File: config.mk
export PLATFORM = sky130hd
export DESIGN_NAME = keypad_scanner
export DESIGN_NICKNAME = d
export VERILOG_FILES = /design/src/rtl/keypad_scanner.sv
export SDC_FILE = /design/constraint.sdc
export NUM_CORES = 1
export LEC_CHECK = 0
export ABC_AREA = 1
export BUFFER_PORTS_ARGS = -buffer_cell sky130_fd_sc_hd__buf_2
export CORE_MARGIN = 3
export CORE_UTILIZATION = 51
export CTS_BUF_LIST = sky130_fd_sc_hd__clkbuf_4 sky130_fd_sc_hd__clkbuf_8
export CTS_CLUSTER_SIZE = 16
export DETAILED_ROUTE_END_ITERATION = 10
export HOLD_SLACK_MARGIN = 0.03
export MAX_ROUTING_LAYER = met4
export PLACE_DENSITY = 0.73
export SLEW_MARGIN = 10
export SYNTH_ARGS = -nofsm -noshare
export SYNTH_HDL_FRONTEND = slang
export SYNTH_SLANG_ARGS = --single-unit
File: constraint.sdc
create_clock -name clk -period 1.8 [get_ports clk]
set_input_delay 0.18 -clock clk [delete_from_list [all_inputs] [get_ports clk]]
set_output_delay 0.18 -clock clk [all_outputs]
set_load 0.02 [all_outputs]
File: src/rtl/keypad_scanner.sv
// keypad_scanner: 4x3 matrix keypad scanner with a 2-flop row synchroniser, press/release
// debounce and one-cycle one-hot key pulses. Define KEYPAD_AUTOREPEAT_EN for held-key auto-repeat.
module keypad_scanner #(
  parameter int SCAN_DIV        = 16,
  parameter int DEBOUNCE_CYCLES = 1000,
  parameter int REPEAT_DELAY    = 500000,
  parameter int REPEAT_RATE     = 100000
) (
  input  logic       clk,
  input  logic       reset,
  input  logic [3:0] row_n,
  output logic [2:0] col_n,
  output logic [0:9] key_pulse,
  output logic       key_star,
  output logic       key_hash,
  output logic       key_valid,
  output logic [3:0] key_code
);
  localparam int SLOT_W = $clog2(SCAN_DIV);
  localparam int DEB_W  = $clog2(DEBOUNCE_CYCLES);
  localparam logic [SLOT_W-1:0] SLOT_LAST = SLOT_W'(SCAN_DIV - 1);
  localparam logic [DEB_W-1:0]  DEB_LAST  = DEB_W'(DEBOUNCE_CYCLES - 1);

  if (SCAN_DIV < 4 || DEBOUNCE_CYCLES < 2 || REPEAT_DELAY < 1 || REPEAT_RATE < 1) begin : g_param_check
    $error("keypad_scanner: illegal parameter value");
  end

  typedef enum logic [1:0] {SCAN = 2'd0, DEBOUNCE = 2'd1, PRESSED = 2'd2} state_t;

  state_t            state_q, state_d;
  logic [3:0]        sync1_q, rows_s_q;
  logic [SLOT_W-1:0] slot_q, slot_d;
  logic [DEB_W-1:0]  deb_q, deb_d;
  logic [1:0]        col_q, col_d;
  logic [3:0]        pat_q, pat_d;
  logic              valid_q, valid_d;
  logic [0:9]        pulse_q, pulse_d;
  logic              star_q, star_d, hash_q, hash_d;
  logic [3:0]        code_q, code_d;
  logic              emit, one_low;
  logic [3:0]        low, emit_code;
  logic [1:0]        next_col;

`ifdef KEYPAD_AUTOREPEAT_EN
  localparam int REP_MAX = (REPEAT_DELAY > REPEAT_RATE) ? REPEAT_DELAY : REPEAT_RATE;
  localparam int REP_W   = $clog2(REP_MAX + 1);
  localparam logic [REP_W-1:0] DELAY_LAST = REP_W'(REPEAT_DELAY - 1);
  localparam logic [REP_W-1:0] RATE_LAST  = REP_W'(REPEAT_RATE - 1);
  logic [REP_W-1:0] rep_q, rep_d;
  logic             rep_armed_q, rep_armed_d;
`endif

  // Key code from the latched one-low row pattern and the column being held.
  function automatic logic [3:0] key_of(input logic [3:0] pat, input logic [1:0] col);
    logic [3:0] code;
    code = 4'd0;
    case (pat)
      4'b1110: code = 4'd1 + {2'd0, col};
      4'b1101: code = 4'd4 + {2'd0, col};
      4'b1011: code = 4'd7 + {2'd0, col};
      4'b0111: code = (col == 2'd0) ? 4'd10 : ((col == 2'd1) ? 4'd0 : 4'd11);
      default: code = 4'd0;
    endcase
    return code;
  endfunction

  assign low       = ~rows_s_q;
  assign one_low   = (low != 4'd0) && ((low & (low - 4'd1)) == 4'd0);
  assign next_col  = (col_q == 2'd2) ? 2'd0 : col_q + 2'd1;
  assign emit_code = key_of(pat_q, col_q);

  always_comb begin
    state_d = state_q;
    slot_d  = slot_q;
    deb_d   = deb_q;
    col_d   = col_q;
    pat_d   = pat_q;
    emit    = 1'b0;
`ifdef KEYPAD_AUTOREPEAT_EN
    rep_d       = rep_q;
    rep_armed_d = rep_armed_q;
`endif
    case (state_q)
      SCAN: begin
        if (slot_q == SLOT_LAST) begin
          slot_d = '0;
          if (one_low) begin
            pat_d   = rows_s_q;
            deb_d   = '0;
            state_d = DEBOUNCE;
          end else begin
            col_d = next_col;
          end
        end else begin
          slot_d = slot_q + 1'b1;
        end
      end
      DEBOUNCE: begin
        if (rows_s_q == pat_q) begin
          if (deb_q == DEB_LAST) begin
            emit    = 1'b1;
            deb_d   = '0;
            state_d = PRESSED;
`ifdef KEYPAD_AUTOREPEAT_EN
            rep_d       = '0;
            rep_armed_d = 1'b0;
`endif
          end else begin
            deb_d = deb_q + 1'b1;
          end
        end else begin
          deb_d   = '0;
          col_d   = next_col;
          state_d = SCAN;
        end
      end
      PRESSED: begin
        // deb_q is reused here as the release (all rows high) counter.
        if (rows_s_q == 4'b1111) begin
          if (deb_q == DEB_LAST) begin
            deb_d   = '0;
            col_d   = next_col;
            state_d = SCAN;
          end else begin
            deb_d = deb_q + 1'b1;
          end
        end else begin
          deb_d = '0;
        end
`ifdef KEYPAD_AUTOREPEAT_EN
        if (rows_s_q == pat_q) begin
          if (rep_q == (rep_armed_q ? RATE_LAST : DELAY_LAST)) begin
            emit        = 1'b1;
            rep_d       = '0;
            rep_armed_d = 1'b1;
          end else begin
            rep_d = rep_q + 1'b1;
          end
        end else begin
          rep_d = '0;
        end
`endif
      end
      default: state_d = SCAN;
    endcase
  end

  always_comb begin
    valid_d = emit;
    star_d  = emit && (emit_code == 4'd10);
    hash_d  = emit && (emit_code == 4'd11);
    code_d  = emit ? emit_code : code_q;
    pulse_d = '0;
    for (int i = 0; i < 10; i++) pulse_d[i] = emit && (emit_code == 4'(i));
  end

  always_ff @(posedge clk) begin
    if (reset) begin
      state_q  <= SCAN;
      sync1_q  <= 4'b1111;
      rows_s_q <= 4'b1111;
      slot_q   <= '0;
      deb_q    <= '0;
      col_q    <= 2'd0;
      pat_q    <= 4'b1111;
      valid_q  <= 1'b0;
      pulse_q  <= '0;
      star_q   <= 1'b0;
      hash_q   <= 1'b0;
      code_q   <= 4'd0;
    end else begin
      state_q  <= state_d;
      sync1_q  <= row_n;
      rows_s_q <= sync1_q;
      slot_q   <= slot_d;
      deb_q    <= deb_d;
      col_q    <= col_d;
      pat_q    <= pat_d;
      valid_q  <= valid_d;
      pulse_q  <= pulse_d;
      star_q   <= star_d;
      hash_q   <= hash_d;
      code_q   <= code_d;
    end
  end

`ifdef KEYPAD_AUTOREPEAT_EN
  always_ff @(posedge clk) begin
    if (reset) begin
      rep_q       <= '0;
      rep_armed_q <= 1'b0;
    end else begin
      rep_q       <= rep_d;
      rep_armed_q <= rep_armed_d;
    end
  end
`endif

  always_comb begin
    case (col_q)
      2'd0:    col_n = 3'b110;
      2'd1:    col_n = 3'b101;
      default: col_n = 3'b011;
    endcase
  end

  assign key_valid = valid_q;
  assign key_pulse = pulse_q;
  assign key_star  = star_q;
  assign key_hash  = hash_q;
  assign key_code  = code_q;
endmodule

==> metrics.md, run 1 <==
| Metric | Value |
|---|---|
| Post-synthesis compound-gate area fraction | 0.07631 |
| Critical path class | reg -> reg |
| Slew Limit Headroom | 0.7536 |
| Met2 wire len | between 2000 and 2500 um |
| Die extent in y | 71.39 um |
| Clock power share | 0.449 |
| Layout area overhead | 15.66% |
| CTS max path bufs | 2 |
| WL/cell | roughly 11 um |
| Initial drt markers | 53 |
| First-pass GRT wire length | just over 7000 um |
| Crit path max fanout | 5 |
| ANT cells | 0 |
| Gr ovfl total | 0 |
| Largest family of logic cells by synthesized area | simple AND/OR/NAND/NOR gates |
| H-tree levels | 2 |
| Clock skew | approximately 0.0056 ns |
| Highest-count cells in the layout ignoring fill and taps | 68 x nand2_1, 46 x nor2_1, 46 x dfxtp_1 |
| Sequential Power Share | 0.515 |
| P_sw | around 0.00042 W |
| Main synth FF type | dfxtp_1 |
| Core Area | a little over 4000 sq um |
| Post-synth EDFFs | 0 |
| Die X-Extent | about 71 um |
| Worst-Margin Slew | ~0.37 ns |
| I/O pin count | 26 |
| Final Max Tran Viols | 0 |
| XOR/XNOR share of the synthesized area | 0.008032 |
| Gpl congestion | roughly 0.86 |
| Internal power | around 0.0016 W |
| Worst vdd ir | about 500 uV |
| R2R cell count | 9 |
| Wire length on met1 | around 1900 um |
| WL met3 | 176 um |
| Syn nets | 312 |
| Cts bufs inserted | 5 |
| #FFs+latches synth | between 40 and 50 |
| DR DRC count | 0 |
| Final nets | between 300 and 400 |
| Total wire length | around 4200 um |
| Hold Violations, Final | 0 |
| Filler cells | 380 |
| Cells after synthesis | ~300 |
| CTS Sinks | 47 |
| Sequential fraction of the synthesis area | 0.4314 |
| Post-route ant nets | 0 |
| Final worst path period need | roughly 1.6 ns |
| Critical Path RT | slightly above 2 ns |
| Row count | 23 |
| Worst Hold Depth | 2 |
| DR pass1 iterations | 4 |
| Tot GR Track Use | 0.1754 |
| Hold Crit Class | in -> reg |
| Via count | ~1,900 |
| Clk slew on worst S/H paths | ~0.090 ns |
| Fmax | just over 600 MHz |
| CP Capture Type | flip-flop |
| Initial antenna violation count | 0 |
| Die ar. | just over 5000 sq um |
| CP arrival | between 1.5 and 2 ns |
| Mean area per synthesized cell | 7.393 sq um |
| Most common cell after layout, fill and taps aside | nand2_1 |
| Synth Area in Adders | 0.06311 |
| Hpwl dp | between 3000 and 4000 um |
| Setup TNS | 0 ns |
| Fin crit share | 0.9009 |
| Number of port buffers | 25 |
| Starting Density | 0.5375 |
| Top layer in use | met4 |
| Vias in the first global route | ~1,700 |
| PD cells | 820.8 nW/um^2 |
| Largest net degree at the start of global routing | 17 |
| Clock tree root buffer cell | clkbuf_8 |
| Synth unique cells | 31 |
| Startpoint types | flip-flop |
| FFs w/ async S/R, synth | 0 |
| Flop-to-flop setup slack | roughly 0.18 ns |
| Syn Std Cell Area | 2181 sq um |
| Net Sw Frac | 0.2044 |
| Hold_buf cts | 0 |
| Worst-Skew Late Latency | around 0.30 ns |
| Post-route insts no fill | 378 |
| Setup violations, final | 0 |
| Comb power frac | 0.036 |
| Max-cap violations | 0 |
| Synth Warn # | 0 |
| Dpl cells | between 300 and 400 |
| CTS tree | done |
| Post-synthesis mux area share | 0 |
| Vias per Instance | a little under 5 |
| Layout cells sized above 1 | 0.2226 |
| Leakage | between 1 and 1.5 nW |
| Simple-Gate Fraction of Synth Area | 0.3396 |
| Status | complete, no violations |
[critical path, cell delays in order (launching register included)]
cell and delay [ns]:
dfxtp_1 0.38, ha_1 0.21, nand2_1 0.11, nor2_1 0.14, nand3_2 0.15, nor2_2 0.17, nand2_2 0.08, inv_2 0.10
nand2_2 0.10, nor2_2 0.13
[stage by stage]
| step | instance area (sq um) | power (W) | hold WS, ns | utilization | setup slack, ns |
|---|---|---|---|---|---|
| after floorplan | 2181 | 0.001143 | 0.2838 | - | 0.2619 |
| after global placement | 2359 | 0.001160 | 0.3623 | 0.5813 | 0.1551 |
| after detailed placement | 2359 | 0.001163 | 0.3682 | 0.5813 | 0.1118 |
| after CTS | 2499 | 0.002089 | 0.05454 | 0.6158 | 0.08540 |
| after global routing | 2522 | 0.002153 | 0.05395 | 0.6216 | -0.007578 |
| final | 2522 | 0.002070 | 0.06164 | 0.6216 | 0.1784 |
[final cells by class]
cell class              count  area, sq um  share of cell area
multi-input cells         207         1085              0.4301
well taps                  50        62.56             0.02480
clock inverters             3        71.32             0.02827
inverters                  38        145.1             0.05754
repair buffers             28        147.6             0.05853
flip-flops and latches     47        942.2              0.3735
clock buffers               5        68.82             0.02728
[synth_stat cells, types with 4 or more instances]
| cell type | instances | area share |
|---|---|---|
| nor2_1 | 50 | 0.086 |
| nand4_1 | 6 | 0.017 |
| o21ai_0 | 16 | 0.037 |
| nand2_1 | 69 | 0.12 |
| inv_1 | 34 | 0.059 |
| ha_1 | 11 | 0.063 |
| nor2_2 | 4 | 0.011 |
| a21oi_1 | 8 | 0.018 |
| nand2_2 | 6 | 0.017 |
| dfxtp_1 | 47 | 0.43 |
| or2_2 | 8 | 0.023 |
| nand3_1 | 10 | 0.023 |
[layer usage]
metal | GRT usage | up-vias
li1 | - | 988
met1 | 0.1963 | 830
met5 | - | -
met2 | 0.3092 | 38
met4 | 0.05428 | 0
met3 | 0.03927 | 6
[flip-flops by register name, summed over array words and instances, names as in the netlist]
signal     cells
pat_q          4
key_star       1
sync1_q        4
key_hash       1
key_valid      1
key_code       4
rows_s_q       4
slot_q         4
deb_q         10
state_q        2
col_q          2
key_pulse     10
[kinds of logic (layout without fill, tap and decap cells)]
group	count (synthesis)	count (layout)
xor gates and xnor gates	2	2
and+or+nand+nor	164	164
adders and majority gates	11	11
AOI/OAI and AO/OA	30	30
DFF	47	47
buffers and inverters	41	74
[path summary, 6_finish.rpt]
kind / start / end
max: deb_q[0] / key_pulse[9]
max reg2reg: deb_q[0] / key_pulse[9]
min reg2reg: sync1_q[0] / rows_s_q[0]
min: row_n[1] / sync1_q[1]
[what timing repair did]
| action | CTS | global route |
|---|---|---|
| setup endpoints to repair | 0 | 24 |
| endpoints found under the hold margin | 0 | 0 |
| setup buffers | 0 | 0 |
| resized for setup | 0 | 9 |
[power groups by stage]
stage                     registers, W  logic [W]  clock network (W)
after floorplan                0.00109  0.0000563                  0
after global placement         0.00109  0.0000715                  0
after detailed placement       0.00109  0.0000728                  0
after CTS                      0.00107  0.0000736           0.000950
after global routing           0.00107  0.0000859           0.000998
final                          0.00107  0.0000750           0.000929
(Power assumes the default switching activity.)
==> inputs of run 2 (changes only) <==
BUFFER_PORTS_ARGS = not set   (was -buffer_cell sky130_fd_sc_hd__buf_2)
DONT_BUFFER_PORTS = 1   (was not set)
PLACE_DENSITY = 0.68   (was 0.73)
==> run 2 against run 1 <==
  * Clock skew is 0.0011 ns lower
  * First-iteration DRC count rose by 79%
  * Critical endpoint is now deb_q[4]
  * Sequential power is essentially flat
  * Clock power shrank 17%
  * Maximum frequency is 3.5% higher
  * Highest routed layer unchanged
  * Critical path depth increased by 1
  * Power shrank 7.4%
  * Final cell count down 5.0%
  * Largest cell class unchanged
==> metrics.md, run 2 (same netlist as run 1, synthesis figures left out) <==
| Metric | Value |
|---|---|
| Worst slack on hold paths | about 0.09 ns |
| Die X-Extent | ~71 um |
| Layout area overhead | 10.84% |
| Hold Crit Class | in -> reg |
| Total wire length | 3900 um |
| Setup TNS | 0 ns |
| Initial drt markers | 95 |
| Gpl congestion | approximately 0.82 |
| Worst slack at placement | approximately 0.12 ns |
| PD cells | about 790 nW/um^2 |
| H-tree levels | 2 |
| CTS tree | done |
| Critical path origin | state_q[1] |
| Fmax | about 640 MHz |
| Initial antenna violation count | 0 |
| Number of port buffers | 0 |
| RSZ-0062 raised after global routing | false |
| DR DRC count | 0 |
| Hold Violations, Final | 0 |
| Clock tree root buffer cell | clkbuf_8 |
| Worst vdd ir | 633.8 uV |
| Hpwl dp | 2862 um |
| Cell mode on critical path | nand2_1 |
| Clk slew on worst S/H paths | about 0.08 ns |
| Via count | around 1,800 |
| Post-CTS Setup Inserts | 0 |
| Vias in the first global route | between 1,500 and 2,000 |
| Max-cap violations | 0 |
| Top cell family by delay on the critical path | simple AND/OR/NAND/NOR gates |
| Sequential Power Share | 0.556 |
| Largest net degree at the start of global routing | 17 |
| Slew Limit Headroom | 0.6974 |
| Final setup margin | around 0.23 ns |
| Startpoint types | flip-flop |
| Crit path max fanout | 11 |
| Buf/Inv on CP | 3 |
| I/O pin count | 26 |
| Worst-Skew Late Latency | ~0.30 ns |
| Gr ovfl total | 0 |
| Worst-Margin Slew | ~0.45 ns |
| Die ar. | between 5000 and 6000 sq um |
| WL/cell | roughly 11 um |
| Met1 GRT Util | 0.2160 |
| Post-route ant nets | 0 |
| Highest-count cells in the layout ignoring fill and taps | 68 x nand2_1, 49 x nor2_1, 46 x dfxtp_1 |
| Cell with the largest stage delay on the worst path | dfxtp_1 |
| Critical Path RT | 2.00 ns |
| Met3 Use GR | 0.05049 |
| Filler cells | 372 |
| Internal power | between 0.0015 and 0.002 W |
| Tot GR Track Use | 0.1737 |
| Worst Hold Launch | reset |
| CTS Sinks | 47 |
| Status | complete, no violations |
| Final Max Tran Viols | 0 |
| Critical path class | reg -> reg |
| Origin of the critical flop-to-flop path | state_q[1] |
| Clock power share | 0.404 |
| Final nets | around 330 |
| Busiest layer in global routing | met2 |
| Overall power | 0.001918 W |
| Worst path max stage delay | 0.36 ns |
| CP Capture Type | flip-flop |
| Fin crit share | 0.8707 |
| P_sw | 0.0004134 W |
| DR pass1 iterations | 4 |
| CP arrival | 1.77 ns |
| Vias per Instance | slightly below 5 |
| GRT met2 Usage | 0.2704 |
| Setup violations, final | 0 |
| Cts bufs inserted | 5 |
| Layout cells sized above 1 | 0.1456 |
| Starting Density | 0.5375 |
| Core Area | ~4100 sq um |
| ANT cells | 0 |
| Final worst path period need | 1.567 ns |
| Worst path cell trace | inv_1, ha_1, nand2_1, nand2_1, inv_2, nand2_4, inv_4, nand2_1, nand2_4, nor2_1 |
| Leakage | between 1 and 1.5 nW |
| Comb power frac | 0.040 |
| CTS max path bufs | 2 |
| Clock skew | between 0.004 and 0.005 ns |
| Die extent in y | around 71 um |
| Most common cell after layout, fill and taps aside | nand2_1 |
| Net Sw Frac | 0.2156 |
| First-pass GRT wire length | about 7000 um |
| Row count | 23 |
==> run 2: per-stage QoR <==
step                      utilization  cells  area, sq um
after floorplan                     -    295         2181
after global placement         0.5523    346         2241
after detailed placement       0.5523    346         2241
after CTS                      0.5930    359         2406
after global routing           0.5957    359         2417
final                          0.5957    359         2417
==> run 2: timing repair <==
| action | CTS | global route |
|---|---|---|
| endpoints found under the setup margin | 0 | 16 |
| hold endpoints to repair | 14 | 0 |
| resized for setup | 0 | 5 |
| hold buffers | 5 | 0 |
==> run 2: worst register-to-register path, stage by stage, from the launching register on <==
cell and delay, ns:
dfxtp_1 0.36, inv_1 0.08, ha_1 0.25, nand2_1 0.11, nand2_1 0.07, inv_2 0.09
nand2_4 0.09, inv_4 0.11, nand2_1 0.11, nand2_4 0.12, nor2_1 0.06
==> run 2: routing by layer <==
layer | up-vias | wire [um]
li1 | 948 | -
met1 | 765 | 1908
met2 | 31 | 1747
met3 | 8 | 194
met4 | 0 | 50
met5 | - | 0
==> run 2: power by group through the flow <==
| stage | combinational, W | sequential, W | clock, W |
|---|---|---|---|
| after floorplan | 0.0000563 | 0.00109 | 0 |
| after CTS | 0.0000761 | 0.00107 | 0.000798 |
| after global routing | 0.0000875 | 0.00107 | 0.000838 |
| after global placement | 0.0000623 | 0.00109 | 0 |
| after detailed placement | 0.0000638 | 0.00109 | 0 |
| final | 0.0000775 | 0.00107 | 0.000775 |
==> run 2: cell type report <==
cell class                 instances  area (sq um)  share of cell area
multi-input combinational        207          1072              0.4436
sequential                        47         942.2              0.3898
inverter                          38         145.1             0.06004
timing repair buffer               9         80.08             0.03313
clock buffer                       5         68.82             0.02847
tap                               50         62.56             0.02588
clock inverter                     3         46.29             0.01915
==> run 2: final timing paths <==
check,endpoint,slack [ns],cells after the start
worst max-delay path,deb_q[4],0.23,10
worst min-delay path,key_code[2],0.09,3
worst max register to register,deb_q[4],0.23,10
worst min register to register,rows_s_q[3],0.41,1
==> inputs of run 3 (changes only) <==
CTS_BUF_LIST = sky130_fd_sc_hd__clkbuf_4 sky130_fd_sc_hd__clkbuf_8 sky130_fd_sc_hd__clkbuf_16   (was sky130_fd_sc_hd__clkbuf_4 sky130_fd_sc_hd__clkbuf_8)
HOLD_SLACK_MARGIN = not set   (was 0.03)
clock period = 1.5 ns   (was 1.8 ns; I/O delays follow)
==> run 3 against run 2 <==
  * The run now ends with setup timing left
  * Count of clock-buffer cells in the layout stayed put
  * Final cell count increased by 8.6%
  * Clock skew grew 0.0029 ns
  * Combinational power increased by 69%
  * Via count is 12% higher
  * Clock power grew 22%
  * Die area did not move
  * Highest routed layer unchanged
==> metrics.md, run 3 (same netlist as run 1, synthesis figures left out) <==
| Metric | Value |
|---|---|
| Most common cell after layout, fill and taps aside | nand2_1 |
| Final setup margin | -0.03868 ns |
| Cts bufs inserted | 5 |
| CP Capture Type | flip-flop |
| ANT cells | 0 |
| Final instance area | 2983 sq um |
| GRT met2 Usage | 0.3031 |
| Setup violations, final | 12 |
| Worst path cell trace | inv_1, ha_1, nand2_1, o21ai_0, nor2_1, nand2_1, inv_1, nand2_1, nor2_2 |
| Crit path max fanout | 5 |
| Met3 Use GR | 0.04208 |
| Die ar. | slightly above 5000 sq um |
| Busiest layer in global routing | met2 |
| RSZ-0062 raised after global routing | true |
| Placed standard-cell area | around 2400 sq um |
| DR pass1 iterations | 4 |
| Initial antenna violation count | 0 |
| Highest-count cells in the layout ignoring fill and taps | 54 x nand2_1, 33 x dfxtp_1, 30 x inv_1, 30 x buf_4, 29 x nor2_1 |
| Tot GR Track Use | 0.1889 |
| Status | complete, but fails checks |
| Fin util | 0.7351 |
| Final nets | ~360 |
| Starting Density | 0.5375 |
| Core Area | 4058 sq um |
| PD cells | between 700 and 800 nW/um^2 |
| Gr ovfl total | 0 |
| Gpl congestion | 0.9444 |
| CTS Sinks | 47 |
| Layout cells sized above 1 | 0.4000 |
| Post-route ant nets | 0 |
| Final worst path period need | 1.539 ns |
| Largest net degree at the start of global routing | 17 |
| Hpwl dp | ~3200 um |
| Area taken by flip-flops and latches | between 900 and 1000 sq um |
| Fin crit share | 1.026 |
| Worst path max stage delay | roughly 0.38 ns |
| Fmax | between 600 and 700 MHz |
| Worst vdd ir | ~580 uV |
| Final Max Tran Viols | 0 |
| DR DRC count | 0 |
| Startpoint types | flip-flop |
| Number of port buffers | 0 |
| WL/cell | 12.77 um |
| H-tree levels | 2 |
| Cell with the largest stage delay on the worst path | dfxtp_4 |
| Clk slew on worst S/H paths | approximately 0.090 ns |
| CTS max path bufs | 2 |
| Clock tree root buffer cell | clkbuf_8 |
| Hold Crit Class | in -> reg |
| Leakage | about 1.3 nW |
| Slew Limit Headroom | 0.7120 |
| Hold Violations, Final | 0 |
| Initial drt markers | between 80 and 90 |
| Failing checks | setup timing |
| Layout area overhead | 36.78% |
| Clock skew | between 0.007 and 0.008 ns |
| Total wire length | around 5000 um |
| Top cell family by delay on the critical path | simple AND/OR/NAND/NOR gates |
| I/O pin count | 26 |
| Filler cells | about 300 |
| Critical Path RT | 1.75 ns |
| Die X-Extent | 71.39 um |
| Buf/Inv on CP | 2 |
| Via count | ~2,000 |
| Die extent in y | slightly above 70 um |
| Vias per Instance | 5.018 |
| Critical path class | reg -> reg |
| Worst-Margin Slew | ~0.43 ns |
| CP arrival | 1.79 ns |
| Worst-Skew Late Latency | 0.30 ns |
| Row count | 23 |
| Vias in the first global route | between 1,500 and 2,000 |
| Cell mode on critical path | nand2_1 |
| Max-cap violations | 0 |
| First-pass GRT wire length | about 7600 um |
| Met1 GRT Util | 0.2357 |
| CTS tree | done |
| Multi-input logic area | between 1000 and 1500 sq um |
[run 3: worst paths after layout]
path,from,to,slack [ns],depth (start not counted)
min reg2reg,sync1_q[1],rows_s_q[1],0.41,1
min,reset,key_code[3],0.07,3
max reg2reg,col_q[0],key_pulse[5],-0.04,9
max,col_q[0],key_pulse[5],-0.04,9
[run 3: final cells by class]
type | instances | area share
sequential | 47 | 0.3230
multi-input combinational | 208 | 0.4476
timing repair buffer | 39 | 0.1149
tap | 50 | 0.02097
clock buffer | 5 | 0.02307
inverter | 38 | 0.05453
clock inverter | 3 | 0.01594
[run 3: worst register-to-register path: stages, from the launching register on]
cell,delay [ns]
dfxtp_4,0.38
inv_1,0.08
ha_1,0.31
nand2_1,0.07
o21ai_0,0.07
nor2_1,0.11
nand2_1,0.12
inv_1,0.12
nand2_1,0.11
nor2_2,0.11
[run 3: what timing repair did]
action | in CTS | in global routing
buffers inserted | 1 | 4
setup endpoints to repair | 27 | 36
endpoints found under the hold margin | 14 | 0
cloned | 0 | 2
hold buffers | 5 | 0
pin swaps | 16 | 28
gates resized for setup | 16 | 83
[run 3: per-stage QoR]
step	hold slack [ns]	std cells	setup TNS (ns)	setup slack, ns	total power (W)
finish	0.06576	390	-0.2459	-0.03868	0.002355
detailed placement	0.2265	371	-0.8441	-0.06956	0.001403
global route	0.09333	390	-3.497	-0.1364	0.002442
floorplan	0.2538	295	0	0.03076	0.001372
global placement	0.2221	371	-0.3111	-0.05213	0.001401
CTS	0.05751	385	-0.4987	-0.05192	0.002358
[run 3: power breakdown]
part	internal, W	leakage, nW	switching [W]
logic	0.0000602	0.815	0.0000708
clock network	0.000505	0.0587	0.000440
registers	0.00126	0.383	0.0000150
[run 3: layer usage]
metal | vias up | routed length, um | share of wire
met2 | 36 | 2436 | 0.49
li1 | 1009 | - | -
met5 | - | 0 | 0
met3 | 12 | 187 | 0.038
met1 | 900 | 2242 | 0.45
met4 | 0 | 114 | 0.023
